--- config.mk ---
export PLATFORM = sky130hd
export DESIGN_NAME = fta_bridge_wide2narrow
export DESIGN_NICKNAME = d
export VERILOG_FILES = /design/src/rtl/fta_bridge_wide2narrow.sv
export SDC_FILE = /design/constraint.sdc
export NUM_CORES = 1
export LEC_CHECK = 0
export CORE_AREA = 4 4 279 281
export CTS_CLUSTER_DIAMETER = 60
export CTS_CLUSTER_SIZE = 28
export DETAILED_ROUTE_END_ITERATION = 10
export DIE_AREA = 0 0 283 285
export GPL_TIMING_DRIVEN = 1
export PLACE_DENSITY = 0.68
export SLEW_MARGIN = 10
export SYNTH_ARGS = -nofsm -noshare
export SYNTH_HDL_FRONTEND = slang
export SYNTH_SLANG_ARGS = --single-unit
--- constraint.sdc ---
create_clock -name clk_i -period 3.8 [get_ports clk_i]
set_input_delay 0.57 -clock clk_i [delete_from_list [all_inputs] [get_ports clk_i]]
set_output_delay 0.57 -clock clk_i [all_outputs]
set_load 0.01 [all_outputs]
--- src/rtl/fta_bridge_wide2narrow.sv ---
// fta_bridge_wide2narrow
// Sequential FTA width bridge. Each wide access is split into one narrow
// beat per active narrow lane (lowest lane first), read data is collected
// into a wide buffer, and the master receives a single ack_o/err_o pulse.
// Optional feature macro: FTA_BRIDGE_TIMEOUT_EN. When it is defined, a beat
// that waits TIMEOUT cycles with no slave response is aborted as an error.
module fta_bridge_wide2narrow #(
  parameter int WID     = 256,
  parameter int NWID    = 32,
  parameter int AWID    = 32,
  parameter int TIDW    = 13,
  parameter int TIMEOUT = 255
) (
  input  logic              clk_i,
  input  logic              rst_ni,
  // wide master port
  input  logic              cyc_i,
  input  logic              stb_i,
  input  logic              we_i,
  input  logic [WID/8-1:0]  sel_i,
  input  logic [AWID-1:0]   adr_i,
  input  logic [WID-1:0]    dat_i,
  input  logic [TIDW-1:0]   tid_i,
  output logic              stall_o,
  output logic              ack_o,
  output logic              err_o,
  output logic [WID-1:0]    dat_o,
  output logic [TIDW-1:0]   tid_o,
  // narrow slave port
  output logic              cyc_o,
  output logic              stb_o,
  output logic              we_o,
  output logic [NWID/8-1:0] sel_o,
  output logic [AWID-1:0]   adr_o,
  output logic [NWID-1:0]   dat_o_n,
  input  logic              ack_i,
  input  logic              err_i,
  input  logic [NWID-1:0]   dat_i_n
);

  localparam int NLANES = WID / NWID;
  localparam int LB     = $clog2(NLANES);
  localparam int NB     = $clog2(NWID / 8);
  localparam int NSEL   = NWID / 8;
  localparam int LW     = (LB > 0) ? LB : 1;

  typedef enum logic [1:0] {IDLE, ISSUE, GAP, RESP} state_t;

  state_t            r_state;
  state_t            w_next;

  logic              r_we;
  logic [WID/8-1:0]  r_sel;
  logic [AWID-1:0]   r_adr;
  logic [WID-1:0]    r_dat;
  logic [TIDW-1:0]   r_tid;
  logic [NLANES-1:0] r_mask;
  logic [WID-1:0]    r_buf;
  logic              r_err;

  logic [NLANES-1:0] w_req_mask;
  logic [NLANES-1:0] w_onehot;
  logic [NLANES-1:0] w_rest;
  logic [LW-1:0]     w_lane;
  logic [AWID-1:0]   w_adr;
  logic              w_accept;
  logic              w_tmo;
  logic              w_beat_ok;
  logic              w_beat_err;

  assign w_accept = cyc_i & stb_i;

  // One mask bit per narrow lane that has at least one byte enabled.
  always_comb begin
    w_req_mask = '0;
    for (int l = 0; l < NLANES; l++) begin
      w_req_mask[l] = |sel_i[l*NSEL +: NSEL];
    end
  end

  // Index of the lowest pending lane; scanning downward leaves the lowest.
  always_comb begin
    w_lane = '0;
    for (int l = NLANES - 1; l >= 0; l--) begin
      if (r_mask[l]) w_lane = LW'(l);
    end
  end

  assign w_onehot = r_mask & (~r_mask + NLANES'(1));
  assign w_rest   = r_mask & ~w_onehot;

  // Narrow address: wide-aligned base, lane index, byte offset zeroed.
  assign w_adr = ((r_adr >> (LB + NB)) << (LB + NB)) | (AWID'(w_lane) << NB);

`ifdef FTA_BRIDGE_TIMEOUT_EN
  localparam int TMW = $clog2(TIMEOUT + 1);
  logic [TMW-1:0] r_tmo;

  // Per-beat wait counter, held at zero outside ISSUE so every beat starts fresh.
  always_ff @(posedge clk_i) begin
    if (!rst_ni)                r_tmo <= '0;
    else if (r_state != ISSUE)  r_tmo <= '0;
    else                        r_tmo <= r_tmo + TMW'(1);
  end

  assign w_tmo = (r_tmo == TMW'(TIMEOUT));
`else
  // Without the counter a beat waits for the slave indefinitely.
  assign w_tmo = (TIMEOUT < 0);
`endif

  // A simultaneous ack and err counts as err; a timeout is treated as err.
  assign w_beat_err = err_i | (w_tmo & ~ack_i);
  assign w_beat_ok  = ack_i & ~err_i;

  // State register.
  always_ff @(posedge clk_i) begin
    // NOTE: sequential state uses non-blocking assignments so every register
    // samples pre-edge values regardless of block ordering.
    if (!rst_ni) r_state <= IDLE;
    else         r_state <= w_next;
  end

  // Next-state decode and all port outputs, derived from the current state.
  always_comb begin
    // NOTE: every output gets a default first so no path leaves one
    // unassigned, which would otherwise infer a latch.
    w_next  = r_state;
    stall_o = 1'b1;
    ack_o   = 1'b0;
    err_o   = 1'b0;
    dat_o   = '0;
    tid_o   = '0;
    cyc_o   = 1'b0;
    stb_o   = 1'b0;
    we_o    = 1'b0;
    sel_o   = '0;
    adr_o   = '0;
    dat_o_n = '0;
    case (r_state)
      IDLE: begin
        stall_o = 1'b0;
        if (w_accept) w_next = (|w_req_mask) ? ISSUE : RESP;
      end
      ISSUE: begin
        cyc_o   = 1'b1;
        stb_o   = 1'b1;
        we_o    = r_we;
        sel_o   = r_sel[w_lane*NSEL +: NSEL];
        adr_o   = w_adr;
        dat_o_n = r_dat[w_lane*NWID +: NWID];
        if (w_beat_err)     w_next = RESP;
        else if (w_beat_ok) w_next = (|w_rest) ? GAP : RESP;
      end
      GAP: begin
        cyc_o  = 1'b1;
        we_o   = r_we;
        w_next = ISSUE;
      end
      RESP: begin
        ack_o  = ~r_err;
        err_o  = r_err;
        dat_o  = r_buf;
        tid_o  = r_tid;
        w_next = IDLE;
      end
      default: w_next = IDLE;
    endcase
  end

  // Request capture, lane bookkeeping, read-data assembly and error flag.
  always_ff @(posedge clk_i) begin
    // NOTE: the read buffer is plain flops, so it is reset and also cleared on
    // every accept; lanes that receive no read data must come back as zero.
    if (!rst_ni) begin
      r_we   <= 1'b0;
      r_sel  <= '0;
      r_adr  <= '0;
      r_dat  <= '0;
      r_tid  <= '0;
      r_mask <= '0;
      r_buf  <= '0;
      r_err  <= 1'b0;
    end else begin
      case (r_state)
        IDLE: begin
          if (w_accept) begin
            r_we   <= we_i;
            r_sel  <= sel_i;
            r_adr  <= adr_i;
            r_dat  <= dat_i;
            r_tid  <= tid_i;
            r_mask <= w_req_mask;
            r_buf  <= '0;
            r_err  <= 1'b0;
          end
        end
        ISSUE: begin
          if (w_beat_err) begin
            r_err  <= 1'b1;
            r_mask <= '0;
          end else if (w_beat_ok) begin
            if (!r_we) r_buf[w_lane*NWID +: NWID] <= dat_i_n;
            r_mask <= w_rest;
          end
        end
        default: ;
      endcase
    end
  end

endmodule

After elaboration in Yosys (flattened, before gate mapping)
Cells that the tools add are included.
Storage, ports and cells
  bits in registers: 601
  logic and storage cells: 89
Cells by class
  add/sub/neg operators: 2
  equal/unequal tests: 9
  shift operators: 4
  muxes and demuxes: 38
  bitwise gates (word level): 9
  reduce and logical (&&, ||, !) cells: 18
Operators with widths (number)
  $mux W256: 5
  $pmux W256 S2: 1
  $bwmux W256: 1
  $shift A32 B34 Y256 const A: 1
  $shiftx A256 B9 Y32: 1
  $shiftx A32 B34 Y256: 1
  $mux W32: 2
  $neg A8 Y34: 1
  $or A32 B5 Y32: 1
  $reduce_or A32 Y1: 1
  $reduce_or A4 Y1: 8
  $shiftx A32 B6 Y4: 1
  $mux W3: 8
  $mux W8: 3
  $and A8 B8 Y8: 2
  $not A8 Y8: 2
  $pmux W8 S2: 1
  $mux W13: 1
  $ne A2 B2 Y1 const B: 5
  $mux W1: 9
  $add A8 B1 Y8 const B: 1
  $mux W2: 4
  $pmux W2 S4: 1
  $reduce_or A8 Y1: 1
  13 further kinds: 18

Longest topological paths before layout
  depth after elaboration: 15
  mapped depth: 15
  gate-level depth less buffers: 11

Worst setup path before layout
Ideal clock, no wire load.
  path kind: register -> register
  from: register r_mask[0]
  to: register r_buf[194]
  setup time: 0.117 ns
  data arrival time: 3.017 ns
  required time: 3.683 ns
  path slack: 0.666 ns
  cell stages (with the launch flop): 15
  cells stage by stage: dfxtp_1 > buf_2 > nor3_1 > o21ai_1 > o21ai_2 > inv_2 > buf_2 > buf_1 > ha_1 > ha_1 > or3b_2 > nor3_1 > o21ai_1 > clkbuf_1 > a22o_1
Between the ends
  cells in the longest elaborated chain, start to end: 8
  elaborated cells between the ends (all ways): 9
  classes of those cells: add/sub: 1; shift: 2; mux: 6
Ends and longest elaborated chain
  from (decl): line 57  | logic [NLANES-1:0] r_mask;
  from (signal assigned): line 193  | r_mask <= w_req_mask;
  from (signal assigned): line 204  | r_mask <= w_rest;
  $mux W3 *: line 85  | if (r_mask[l]) w_lane = LW'(l);
  $neg A8 Y34 *: line 203  | if (!r_we) r_buf[w_lane*NWID +: NWID] <= dat_i_n;
  $shiftx A32 B34 Y256 / $shift A32 B34 Y256 (equally long branches): line 203
  $bwmux W256 *: line 203
  $mux W256 *: line 203
  $mux W256 *: line 202  | end else if (w_beat_ok) begin
  $mux W256 *: line 199  | if (w_beat_err) begin
  $pmux W256 S2 *: line 185  | case (r_state)
  to (signal, indexed assignment): line 203
  to (decl): line 58  | logic [WID-1:0] r_buf;
Mark *: on every way between the ends. The rest lies on a longest branch, timed or not. The select of a mux whose other input is x is not followed.
A chain may end at the register's enable or synchronous reset.

Worst setup path in the final report
  from: register r_mask[0]
  to: output dat_o_n[0]
Between the ends
  cells in the longest elaborated chain, start to end: 3
Ends and longest elaborated chain
  $mux W3: line 85
  $shiftx A256 B9 Y32: line 151  | dat_o_n = r_dat[w_lane*NWID +: NWID];
  $mux W32: line 140  | case (r_state)
  to (decl): line 35  | output logic [NWID-1:0] dat_o_n,
No other way between the ends.

==> reports/qor.yml <==
gp_congestion: 0.848
stdcell_count: 4592
ioPinCount: 715
finalWirelength_um: 93700
finClkSkew_ns: 0.0370
yosys_warnings: 0
antenna_found_initial: 24
grt_overflow: 0
layout_commonest_cell: "nand2_1"
place_inst: 4498
ys_seq_elements: 596
relSlewSlack_pct: 19.9
hold_viol: 0
initial_core_util_pct: 33.3
cts_inserted_buffers: 46
io_buffers: 707
insertion_delay_ns: 0.60
worstSetupStartpointType: "register"
post-route-util_pct: 46.4
cts_tree: "done"
drive_above_1_share_pct: 5.50
track_usage_pct: 22.0
powerDensity_nw_per_um2: 527
cts.path.max_buffers: 3
viasPerCell: 5.03
dieArea_um2: 80700
drtAntennaViolNets: 0
synth.distinct_cells: 54
worstSetupStartpoint: "r_mask[0]"
area_growth_pct: 39.0
hpwl_um: 66100
vias: 23100
core_area_um2: 75400
setup.worst_path.end: "dat_o_n[0]"
holdBufCountCts: 0
nNetsFinal: 3949
cts_max_level: 2
routedWlPerCell_um: 20.4
status: "finished, final reports clean"
first_pass_iters: 5
cts.clk_slew.worst_paths_ns: 0.08
layout_common_cells: "nand2_1, clkdlybuf4s50_1, dfxtp_1, a21boi_0, and2_1"
max_freq_mhz: 271
r2r_start: "r_mask[0]"
tightest_slew_ns: 1.20
r2r_cells: 8
arrival_ns: 3.12
irDropWorstVdd_uv: 467
avgSynthCellArea_um2: 8.32
path_max_fanout: 33
crit_required_ns: 3.23
synth_edf_count: 0
drv_cap: 0
hp-class: "in2reg"
critical_path_class: "reg2out"
setup_viol: 0
min_path_cells: 2
synth_cells: 3023
slew_violations: 0
r2r_slack_ns: 0.35
cts_root_buf: "clkbuf_16"
synthArstFlopShare_pct: 0
period_minus_slack_ns: 3.69
r2r_end: "r_buf[205]"
cts_sinks: 596
grt_pass1_wl_um: 139000
rsz0062_at_grt: "true"
grt_pass1_vias: 22200
die_w_um: 283
drc: 0
syn-cell-area_um2: 25200
die_y_um: 285
drt_iter0_markers: 1779
synth_ff_type: "dfxtp_1"
end_kind: "output pin"
fp-row-count: 101
seq_area_frac_synth_pct: 47.4
post-route-period-util_pct: 97.1
p_leak_nw: 12.6
grt_max_degree: 244
-- worst max-delay path, cell delays in order (launching register included) --
cell and delay, ns:
dfxtp_1 0.39, buf_4 0.19, nor2_4 0.17, nand2_2 0.20, nand2_2 0.15, buf_12 0.24, a21oi_1 0.13, or4_1 0.51
clkdlybuf4s50_1 0.54
-- cells by family (layout without fill, tap and decap cells) --
group,count (synthesis),in the layout,share of synthesized area [%]
AOI/OAI and AO/OA,773,773,22.8
adders and majority gates,7,7,0.338
DFF,596,596,47.4
buffers and inverters,285,864,4.69
and+or+nand+nor,1358,1358,24.6
muxes,3,3,0.169
other,1,13,0.0149
-- state kept, by name, indices dropped and copies added, names as in the netlist --
signal   count
r_adr       27
r_buf      256
r_dat      256
r_err        1
r_mask       8
r_sel       32
r_state      2
r_tid       13
r_we         1
-- routing by layer --
layer	part of all wire, %	GRT usage [%]	vias to the layer above	routed length (um)
met5	0.14	0	-	128
met3	8.3	6.54	120	7790
met2	48	38.0	772	44900
met4	2.1	4.98	20	1950
li1	-	-	11200	-
met1	42	27.1	11000	38900
-- metrics by stage --
stage          setup TNS (ns)  hold slack (ns)  power [mW]  setup WS (ns)  cell area (um^2)
2_1_floorplan               0            0.439        10.4          0.666             25200
3_3_place_gp                0            0.447        13.1          0.366             33200
3_5_place_dp                0            0.453        13.1          0.308             33200
4_1_cts                -0.120            0.345        18.5        -0.0387             34900
5_1_grt               -0.0304            0.369        19.4        -0.0106             35000
6_report                    0            0.394        18.4          0.111             35000
-- power breakdown --
group | leakage, nW | internal, mW | switching, mW
Combinational | 6.98 | 1.92 | 4.27
Clock | 0.773 | 2.61 | 2.64
Sequential | 4.83 | 6.68 | 0.297
-- synthesized netlist by cell type, drive strengths merged (2+ instances only) --
cell     count  area, um^2
a22o       256        2240
o21ai       28         144
nor2        22         105
inv          8        30.0
a2111oi      2        17.5
nor4b        2        38.8
nand3       10        50.1
a21oi      138         691
mux2i        2        20.0
nand2      946        3550
or4         34         255
o21a         4        30.0
nand4        2        27.5
a21boi     334        2510
and4         3        26.3
nand2b       2        12.5
and2       307        1920
nor4        12        81.3
clkbuf     184         691
nor3        10        50.1
dfxtp      596       11900
buf         93         459
nor2b        3        18.8
a32oi        2        17.5
ha           6        75.1
-- area by class of cell --
cell class / count / area (um^2)
well taps: 978 / 1220
fillers: 7462 / 40500
clock inverters: 30 / 433
multi-input cells: 2143 / 12300
flip-flops and latches: 596 / 11900
repair buffers: 776 / 7850
diodes: 11 / 27.5
clock buffers: 50 / 1180
inverters: 8 / 35.0
-- repair_timing --
item | 4_1_cts | 5_1_grt
setup buffers | 2 | 0
cloned | 1 | 0
gates resized for setup | 29 | 22
setup endpoints to repair | 33 | 19
-- how the worst min path moves through the flow --
stage | start | endpoint | slack [ns]
detailed placement | r_adr[11] | r_adr[11] | 0.45
CTS | rst_ni | r_tid[12] | 0.35
floorplan | r_adr[10] | r_adr[10] | 0.44
global placement | r_adr[28] | r_adr[28] | 0.45
finish | rst_ni | r_sel[6] | 0.39
global route | rst_ni | r_sel[6] | 0.37
Note: power is estimated with default switching activity, not from simulation.
